**src/rtl/fetch_sequencer_pkg.sv**
```systemverilog
// -----------------------------------------------------------------------------
// fetch_sequencer_pkg
// Shared definitions for the fetch sequencer: the FSM state encoding (3 bits),
// the PC width, the instruction width and the watchdog limit.
// The watchdog constants are used only when FETCH_SEQ_WATCHDOG_EN is defined.
// -----------------------------------------------------------------------------
package fetch_sequencer_pkg;

   localparam int PC_W    = 5;
   localparam int INSTR_W = 9;
   localparam int WDOG_W  = 4;

   localparam logic [WDOG_W-1:0] WDOG_LIMIT = 4'd15;

   typedef enum logic [2:0] {
      IDLE  = 3'd0,
      ADDR  = 3'd1,
      WAIT  = 3'd2,
      LATCH = 3'd3,
      ISSUE = 3'd4,
      EXEC  = 3'd5,
      ERROR = 3'd6
   } state_t;

endpackage

```
**src/rtl/fetch_sequencer_pc_counter.sv**
```systemverilog
// -----------------------------------------------------------------------------
// fetch_sequencer_pc_counter
// Program counter register: synchronous clear (has priority), increment
// enable, wraps modulo 2**PC_W.
// Ports:
//   clock  in   system clock
//   clear  in   synchronous clear to 0
//   inc    in   increment enable
//   pc     out  current program counter
// -----------------------------------------------------------------------------
module fetch_sequencer_pc_counter
   import fetch_sequencer_pkg::*;
(
   input  logic            clock,
   input  logic            clear,
   input  logic            inc,
   output logic [PC_W-1:0] pc
);

   always_ff @(posedge clock) begin
      if (clear) begin
         pc <= '0;
      end else if (inc) begin
         pc <= pc + 1'b1;
      end
   end

endmodule

```
**src/rtl/fetch_sequencer.sv**
```systemverilog
// -----------------------------------------------------------------------------
// fetch_sequencer
// Fetches instruction words from a synchronous ROM (1-cycle read latency),
// latches each word, issues it to the processor with a one-cycle run pulse
// and waits for the processor's done strobe before fetching the next word.
// Execution stops after last_addr (PC wraps to 0) or after a halt request.
//
// Optional feature: define FETCH_SEQ_WATCHDOG_EN to add a 4-bit watchdog
// that moves the FSM to ERROR when EXEC lasts 15 cycles without done.
//
// Handshake: run is a single-cycle issue pulse; the instruction on instr is
// stable from that cycle until the next LATCH. done is only honoured in EXEC.
//
// Ports:
//   clock      in   system clock
//   reset      in   synchronous active-high reset
//   start      in   level, begins execution from current PC when in IDLE
//   halt       in   level, stop after the in-flight instruction retires
//   last_addr  in   address of the final program word
//   mem_data   in   ROM read data
//   done       in   processor instruction-complete strobe
//   mem_addr   out  ROM read address (= PC)
//   instr      out  latched instruction
//   run        out  one-cycle issue pulse
//   busy       out  high in every state except IDLE and ERROR
//   error      out  high in ERROR
//   retired    out  retired instruction count (wraps)
//   state_dbg  out  current FSM state
// -----------------------------------------------------------------------------
module fetch_sequencer
   import fetch_sequencer_pkg::*;
(
   input  logic               clock,
   input  logic               reset,
   input  logic               start,
   input  logic               halt,
   input  logic [PC_W-1:0]    last_addr,
   input  logic [INSTR_W-1:0] mem_data,
   input  logic               done,
   output logic [PC_W-1:0]    mem_addr,
   output logic [INSTR_W-1:0] instr,
   output logic               run,
   output logic               busy,
   output logic               error,
   output logic [7:0]         retired,
   output logic [2:0]         state_dbg
);

   state_t          state;
   logic [PC_W-1:0] pc;
   logic            retire;
   logic            pc_clear;
   logic            pc_inc;

   // Retirement happens only in EXEC; reset overrides everything.
   assign retire   = (state == EXEC) && done && !reset;
   assign pc_clear = reset || (retire && (pc == last_addr));
   assign pc_inc   = retire && (pc != last_addr);

   fetch_sequencer_pc_counter pc_counter (
      .clock (clock),
      .clear (pc_clear),
      .inc   (pc_inc),
      .pc    (pc)
   );

   assign mem_addr  = pc;
   assign state_dbg = state;

`ifdef FETCH_SEQ_WATCHDOG_EN
   logic [WDOG_W-1:0] wdog;
`else
   assign error = 1'b0;
`endif

   always_ff @(posedge clock) begin
      if (reset) begin
         state   <= IDLE;
         instr   <= '0;
         run     <= 1'b0;
         busy    <= 1'b0;
         retired <= '0;
`ifdef FETCH_SEQ_WATCHDOG_EN
         error   <= 1'b0;
         wdog    <= '0;
`endif
      end else begin
         run <= 1'b0;
         case (state)
            IDLE: begin
               if (start && !halt) begin
                  state <= ADDR;
                  busy  <= 1'b1;
               end
            end
            ADDR:  state <= WAIT;
            WAIT:  state <= LATCH;
            LATCH: begin
               instr <= mem_data;
               state <= ISSUE;
               run   <= 1'b1;   // registered so it is high exactly in ISSUE
            end
            ISSUE: begin
               state <= EXEC;
`ifdef FETCH_SEQ_WATCHDOG_EN
               wdog  <= '0;
`endif
            end
            EXEC: begin
               if (done) begin
                  retired <= retired + 8'd1;
                  // Wrap at last_addr wins over halt; both return to IDLE.
                  if ((pc == last_addr) || halt) begin
                     state <= IDLE;
                     busy  <= 1'b0;
                  end else begin
                     state <= ADDR;
                  end
               end
`ifdef FETCH_SEQ_WATCHDOG_EN
               // The 15th EXEC cycle without done moves to ERROR.
               else if (wdog == WDOG_LIMIT - 4'd1) begin
                  state <= ERROR;
                  busy  <= 1'b0;
                  error <= 1'b1;
                  wdog  <= WDOG_LIMIT;
               end else begin
                  wdog <= wdog + 4'd1;
               end
`endif
            end
            ERROR: state <= ERROR;   // only reset leaves ERROR
            default: begin
               state <= IDLE;
               busy  <= 1'b0;
            end
         endcase
      end
   end

endmodule

```
**config.mk**
```make
export PLATFORM = sky130hd
export DESIGN_NAME = fetch_sequencer
export DESIGN_NICKNAME = d
export VERILOG_FILES = /design/src/rtl/fetch_sequencer_pkg.sv /design/src/rtl/fetch_sequencer_pc_counter.sv /design/src/rtl/fetch_sequencer.sv
export SDC_FILE = /design/constraint.sdc
export NUM_CORES = 1
export LEC_CHECK = 0
export ABC_CLOCK_PERIOD_IN_PS = 2700
export CAP_MARGIN = 25
export CORE_UTILIZATION = 38
export CTS_CLUSTER_DIAMETER = 40
export DETAILED_ROUTE_END_ITERATION = 8
export PLACE_DENSITY_LB_ADDON = 0.08
export SLEW_MARGIN = 20
export SYNTH_ARGS = -nofsm -noshare
export SYNTH_HDL_FRONTEND = slang
export SYNTH_HIERARCHICAL = 1
export SYNTH_SLANG_ARGS = --single-unit
```
**constraint.sdc**
```tcl
create_clock -name clock -period 2.7 [get_ports clock]
set_clock_uncertainty 0.15 [all_clocks]
set_input_delay 0.405 -clock clock [delete_from_list [all_inputs] [get_ports clock]]
set_output_delay 0.405 -clock clock [all_outputs]
set_load 0.01 [all_outputs]
```
==> results_dict.tcl, run 1 <==
set metrics [dict create \
    startpoint_type "input port" \
    port_buffers 45 \
    r2r_cells 4 \
    post_dp_cell_area_mm2 0.00174 \
    antenna_cells 0 \
    power_density_mw_per_mm2 417 \
    peakVddDrop_mv 0.201 \
    final_util_pct 56.4 \
    clockRootBuffer "clkbuf_4" \
    core_region_area_mm2 0.00313 \
    antenna_found_initial 0 \
    cts_tree "done" \
    grt_pass1_vias 948 \
    setup_ws_ns 0.401 \
    row_count 20 \
    stdcell_count 221 \
    ios 47 \
    antenna_left 0 \
    post-place-cells 217 \
    wire_per_inst_um 11.8 \
    place.gp.congestion 0.778 \
    grt_pass1_wl_um 4170 \
    via_count 1063 \
    finalHoldViolations 0 \
    hold_depth 2 \
    finalCritPeriodShare_pct 85.2 \
    die_x_um 60.2 \
    drtIter0Drc 38 \
    fp.dieH_um 60.2 \
    syn_avg_cell_area_um2 9.46 \
    cts.clk_slew.worst_paths_ns 0.15 \
    dr.pass1.iters 4 \
    clock_latency_ns 0.32 \
    ctsResizeCount 0 \
    required_ns 2.77 \
    period_needed_ns 2.30 \
    cts_max_level 1 \
    clock-sinks 27 \
    cp_top_family "simple AND/OR/NAND/NOR gates" \
    path_cells "clkdlybuf4s50_1 > nand4b_4 > nor3_1 > nand4_2 > mux2_4" \
    syn_inst 136 \
    ys.warnings.count 6 \
    cap_viol_max_count 0 \
    final_area_mm2 0.00176 \
    place_hpwl_um 1920 \
    clockBufferDepth 2 \
    route.detailed.drc 0 \
    crit_buf_inv 1 \
    tightestPinTransition_ns 0.847 \
    grt_overflow_total 0 \
    die-area_mm2 0.00362 \
    hold_buffers 0 \
    ys_ff_latch 27 \
    postCtsSetupRepairBufs 0 \
    status "finished clean" \
    drive_gt1_share_pct 6.78 \
    yosysTopAreaCellShare_pct 42.0 \
    setup_viol 0 \
    syn-num-nets 157 \
    rsz0062_at_grt "no" \
    viasPerCell 4.81 \
    numCtsBuffers 3 \
    syn-cell-area_mm2 0.00129 \
    drt_wl_total_um 2600 \
    clock.fmax_mhz 435 \
    critPathKind "in -> reg" \
    nets 199 \
    p_leak_uw 0.000751 \
    nFillCells 298 \
    start_util_pct 41.1 \
    cp.depth 5 \
    area_growth_pct 37.1 \
    dpl_worst_slack_ns 0.0530 \
    slowest_delay_ns 0.73 \
    synth_area_leaders "dfxtp_1, mux2i_1, nor2_1, xnor2_1, xor2_1" \
    crit_path_top_delay_cell "nor3_1" \
    setup_tns_ns 0 \
    maxSlewViolCount 0 \
    arrival_ns 2.37 \
    yosysTopAreaCell "dfxtp_1" \
    hp-class "reg -> reg" \
    synth_cell_types 33 \
    groute.usage.overall_pct 15.4 \
    cp_max_fo 6 \
    yosysSeqAreaShare_pct 42.0 \
    grt_max_degree 25 \
    relSlewSlack_pct 43.1 \
    critical_path.endpoint_type "flop" \
]
-- cells in the final DEF, fill, tap and decap left out, types with 2 or more instances in the layout --
| cell | count |
|---|---|
| clkdlybuf4s50_1 | 45 |
| dfxtp_1 | 27 |
| nor2_1 | 23 |
| mux2i_1 | 11 |
| xnor2_1 | 7 |
| nand2_1 | 7 |
| xor2_1 | 5 |
| nor3_1 | 5 |
| o21ai_0 | 5 |
| a21oi_1 | 5 |
| nand3_1 | 4 |
| nand4_1 | 3 |
| clkbuf_4 | 3 |
| inv_1 | 2 |
| ha_1 | 2 |
| nor2b_1 | 2 |
| nand4_2 | 2 |
| mux2_4 | 2 |
| buf_4 | 2 |
-- cell families after synthesis --
logic type      synth area share, %
compound gates                 6.91
xor+xnor                       8.17
fa+ha+maj                      1.95
buf+inv                        6.13
flops                          42.0
mux                            10.9
other cells                   0.292
simple gates                   23.6
-- state kept, by name (all words and copies together), names as in the netlist --
signal	cells
busy	1
instr	9
pc_counter/pc	5
retired	8
run	1
state_dbg	3
-- path summary, 6_finish.rpt --
path	slack [ns]	end	start
max	0.40	pc_counter/pc[4]	done
min	0.36	retired[1]	retired[1]
max reg2reg	0.43	pc_counter/pc[4]	state_dbg[2]
min reg2reg	0.36	retired[1]	retired[1]
-- synth_stat cells (all sizes together) --
library cell  instances
mux2                  2
xor2                  5
or3                   1
o22ai                 1
or4b                  1
xnor2                 7
nand3                 4
nor3                  5
buf                   7
clkbuf                3
a21o                  1
nand4b                1
mux2i                11
nand2                 7
and4b                 1
nand2b                1
a2bb2oi               1
a31oi                 1
conb                  1
dfxtp                27
a21bo                 1
nand3b                2
ha                    2
nand4                 5
o21ai                 5
nor2b                 2
inv                   2
nor2                 23
and3                  1
a21oi                 5
-- worst register-to-register path, cell delays in order (launching register included) --
cell      delay, ns
dfxtp_1        0.60
nand4b_4       0.19
nor3_1         0.73
nand4_2        0.17
mux2_4         0.34
-- metrics by stage --
stage          total power (uW)  hold WS, ns
6_report                    736        0.360
5_1_grt                     777        0.384
4_1_cts                     752        0.364
3_5_place_dp                573        0.344
3_3_place_gp                570        0.323
2_1_floorplan               514        0.358
-- report_power, final --
part | switching, uW | leakage [uW] | internal, uW
Clock | 117 | 0.0000177 | 55.5
Combinational | 54.1 | 0.000515 | 79.6
Sequential | 17.3 | 0.000218 | 412
-- routing by layer --
layer,vias up,track usage [%],part of all wire [%]
li1,541,-,-
met1,490,18.5,44
met2,28,27.2,50
met3,4,2.16,3.7
met4,0,5.98,1.3
met5,-,0,0
-- layout make-up --
cell class / instances / area (um^2) / area share (%)
multi-input combinational: 97 / 667 / 37.8
sequential: 27 / 541 / 30.7
inverter: 2 / 7.51 / 0.426
tap: 44 / 55.1 / 3.12
clock inverter: 1 / 5.00 / 0.284
timing repair buffer: 47 / 465 / 26.4
clock buffer: 3 / 22.5 / 1.28
Power figures use the tool's default switching activity.
==> run 2, diff against run 1 <==
--- a/config.mk
+++ b/config.mk
@@ -5,6 +5,7 @@
 export SDC_FILE = /design/constraint.sdc
 export NUM_CORES = 1
 export LEC_CHECK = 0
+export ABC_AREA = 1
 export ABC_CLOCK_PERIOD_IN_PS = 2700
 export CAP_MARGIN = 25
 export CORE_UTILIZATION = 38
==> constraint.sdc (replaced) <==
create_clock -name clock -period 2.7 [get_ports clock]
set_clock_uncertainty 0.15 [all_clocks]
set_input_delay 0.54 -clock clock [delete_from_list [all_inputs] [get_ports clock]]
set_output_delay 0.54 -clock clock [all_outputs]
set_load 0.01 [all_outputs]
==> results_dict.tcl, run 2 <==
set metrics [dict create \
    peakVddDrop_mv 0.199 \
    p_leak_uw 0.000735 \
    cts_max_level 1 \
    synthArstFlopShare_pct 0 \
    wire_per_inst_um 10.5 \
    nets 253 \
    crit_path_top_delay_cell "clkdlybuf4s50_1" \
    grt_pass1_wl_um 4840 \
    synth_area_leaders "dfxtp_1, nand2_1, nor2_1, o21ai_0, inv_1" \
    finalCritPeriodShare_pct 77.9 \
    synth_commonest_cells "nand2_1, nor2_1, dfxtp_1, inv_1, o21ai_0" \
    slowest_delay_ns 0.59 \
    die-area_mm2 0.00360 \
    maxSlewViolCount 0 \
    place.gp.congestion 0.859 \
    ys.warnings.count 6 \
    groute.usage.overall_pct 17.6 \
    rsz0062_at_grt "no" \
    syn_avg_cell_area_um2 6.94 \
    row_count 20 \
    yosysTopAreaCell "dfxtp_1" \
    final_util_pct 57.6 \
    cts_tree "done" \
    clockBufferDepth 2 \
    syn_inst 184 \
    startpoint_type "flop" \
    stdcell_count 275 \
    required_ns 2.01 \
    dr.pass1.iters 4 \
    path_cells "clkdlybuf4s50_1" \
    period_needed_ns 2.10 \
    ctsResizeCount 0 \
    clockRootBuffer "clkbuf_4" \
    drt_wl_total_um 2900 \
    via_count 1276 \
    grt_overflow_total 0 \
    cap_viol_max_count 0 \
    clock.fmax_mhz 475 \
    largest_reg_flops 9 \
    clock-sinks 27 \
    ys_ff_latch 27 \
    port_buffers 45 \
    route.detailed.drc 0 \
    hold_buffers 0 \
    finalHoldViolations 0 \
    start_util_pct 40.8 \
    area_growth_pct 40.9 \
    ios 47 \
    power_density_mw_per_mm2 445 \
    critical_path.endpoint_type "output port" \
    yosysTopAreaCellShare_pct 42.3 \
    viasPerCell 4.64 \
    core_region_area_mm2 0.00313 \
    mostFrequentLayoutCells "clkdlybuf4s50_1, nand2_1, nor2_1" \
    nFillCells 295 \
    antenna_cells 0 \
    grt_max_degree 18 \
    hp-class "reg -> reg" \
    synth-edff-count 0 \
    fin_total_pwr_uw 802 \
    drtIter0Drc 40 \
    crit_buf_inv 1 \
    setup_tns_ns 0 \
    drive_gt1_share_pct 6.06 \
    fp.dieH_um 60.0 \
    critPathKind "reg -> out" \
    grt_pass1_vias 1176 \
    synth_cell_types 27 \
    die_x_um 60.0 \
    antenna_left 0 \
    numCtsBuffers 3 \
    final_common_cell "clkdlybuf4s50_1" \
    syn-cell-area_mm2 0.00128 \
    cp_max_fo 8 \
    place_hpwl_um 2150 \
    arrival_ns 1.41 \
    yosysSeqAreaShare_pct 42.3 \
    post-place-cells 271 \
    regMostFlops "instr" \
    cts.clk_slew.worst_paths_ns 0.15 \
    clock_latency_ns 0.32 \
    antenna_found_initial 0 \
    postCtsSetupRepairBufs 0 \
    syn-num-nets 205 \
    setup_viol 0 \
    cp_top_family "buffers and inverters" \
    ys.flop_type "dfxtp_1" \
    reg_top3 "instr x9, retired x8, pc_counter/pc x5" \
    status "finished clean" \
]
==> run 2: changes by cell type in the layout (fill, tap and decap cells not counted), moves of 3 or more <==
| cell | previous run | this run |
|---|---|---|
| a21oi_1 | 5 | 13 |
| inv_1 | 2 | 19 |
| mux2i_1 | 11 | 0 |
| nand2_1 | 7 | 37 |
| nand3_2 | 0 | 3 |
| nor2_1 | 23 | 37 |
| o21ai_0 | 5 | 17 |
| xnor2_1 | 7 | 1 |
| xor2_1 | 5 | 1 |
==> run 2: kinds of logic after synthesis <==
| family | share of synthesized area [%] |
|---|---|
| xor gates and xnor gates | 1.37 |
| AOI/OAI and AO/OA | 12.7 |
| DFF | 42.3 |
| buffers and inverters | 8.23 |
| adders and majority gates | 1.96 |
| and+or+nand+nor | 33.1 |
| other | 0.294 |
==> run 2: metal layers <==
layer  wire, um  GRT usage (%)  share of wire (%)  vias to the layer above
li1           -              -                  -                      678
met1       1360           21.1                 47                      559
met2       1380           31.3                 48                       35
met3        129           2.60                4.4                        4
met4         29           6.98                1.0                        0
met5          0              0                  0                        -
==> run 2: path summary, 6_finish.rpt <==
kind,depth (start not counted),end,start,slack [ns]
worst max-delay path,1,state_dbg[0],state_dbg[0],0.60
worst min-delay path,2,instr[7],instr[7],0.35
worst max register to register,7,pc_counter/pc[2],state_dbg[0],0.77
worst min register to register,2,instr[7],instr[7],0.35
==> run 2: per-stage QoR <==
step,setup WS [ns],hold slack (ns),instance area [um^2]
final,0.596,0.347,1800
after global routing,0.452,0.376,1800
after CTS,0.571,0.350,1800
after detailed placement,0.354,0.324,1770
after global placement,0.413,0.315,1770
after floorplan,0.875,0.354,1280
==> run 2: area by class of cell <==
class	instances	area, um^2	area share, %
Inverter	23	88.8	4.93
Sequential cell	27	541	30.0
Clock buffer	4	26.3	1.46
Tap cell	44	55.1	3.06
Multi-Input combinational cell	131	632	35.1
Timing Repair Buffer	46	458	25.4
==> run 2: worst register-to-register path: cells and delay by family, from the launching register on <==
kind	cells	cell delay [ns]
simple gates	4	0.80
buf+inv	1	0.07
flops	1	0.50
compound gates	2	0.30
==> run 2: where the power goes <==
| part | internal [uW] | leakage [uW] | switching [uW] | total, uW |
|---|---|---|---|---|
| registers | 422 | 0.000219 | 20.1 | 442 |
| clock network | 57.8 | 0.0000150 | 117 | 175 |
| logic | 97.1 | 0.000502 | 87.1 | 184 |
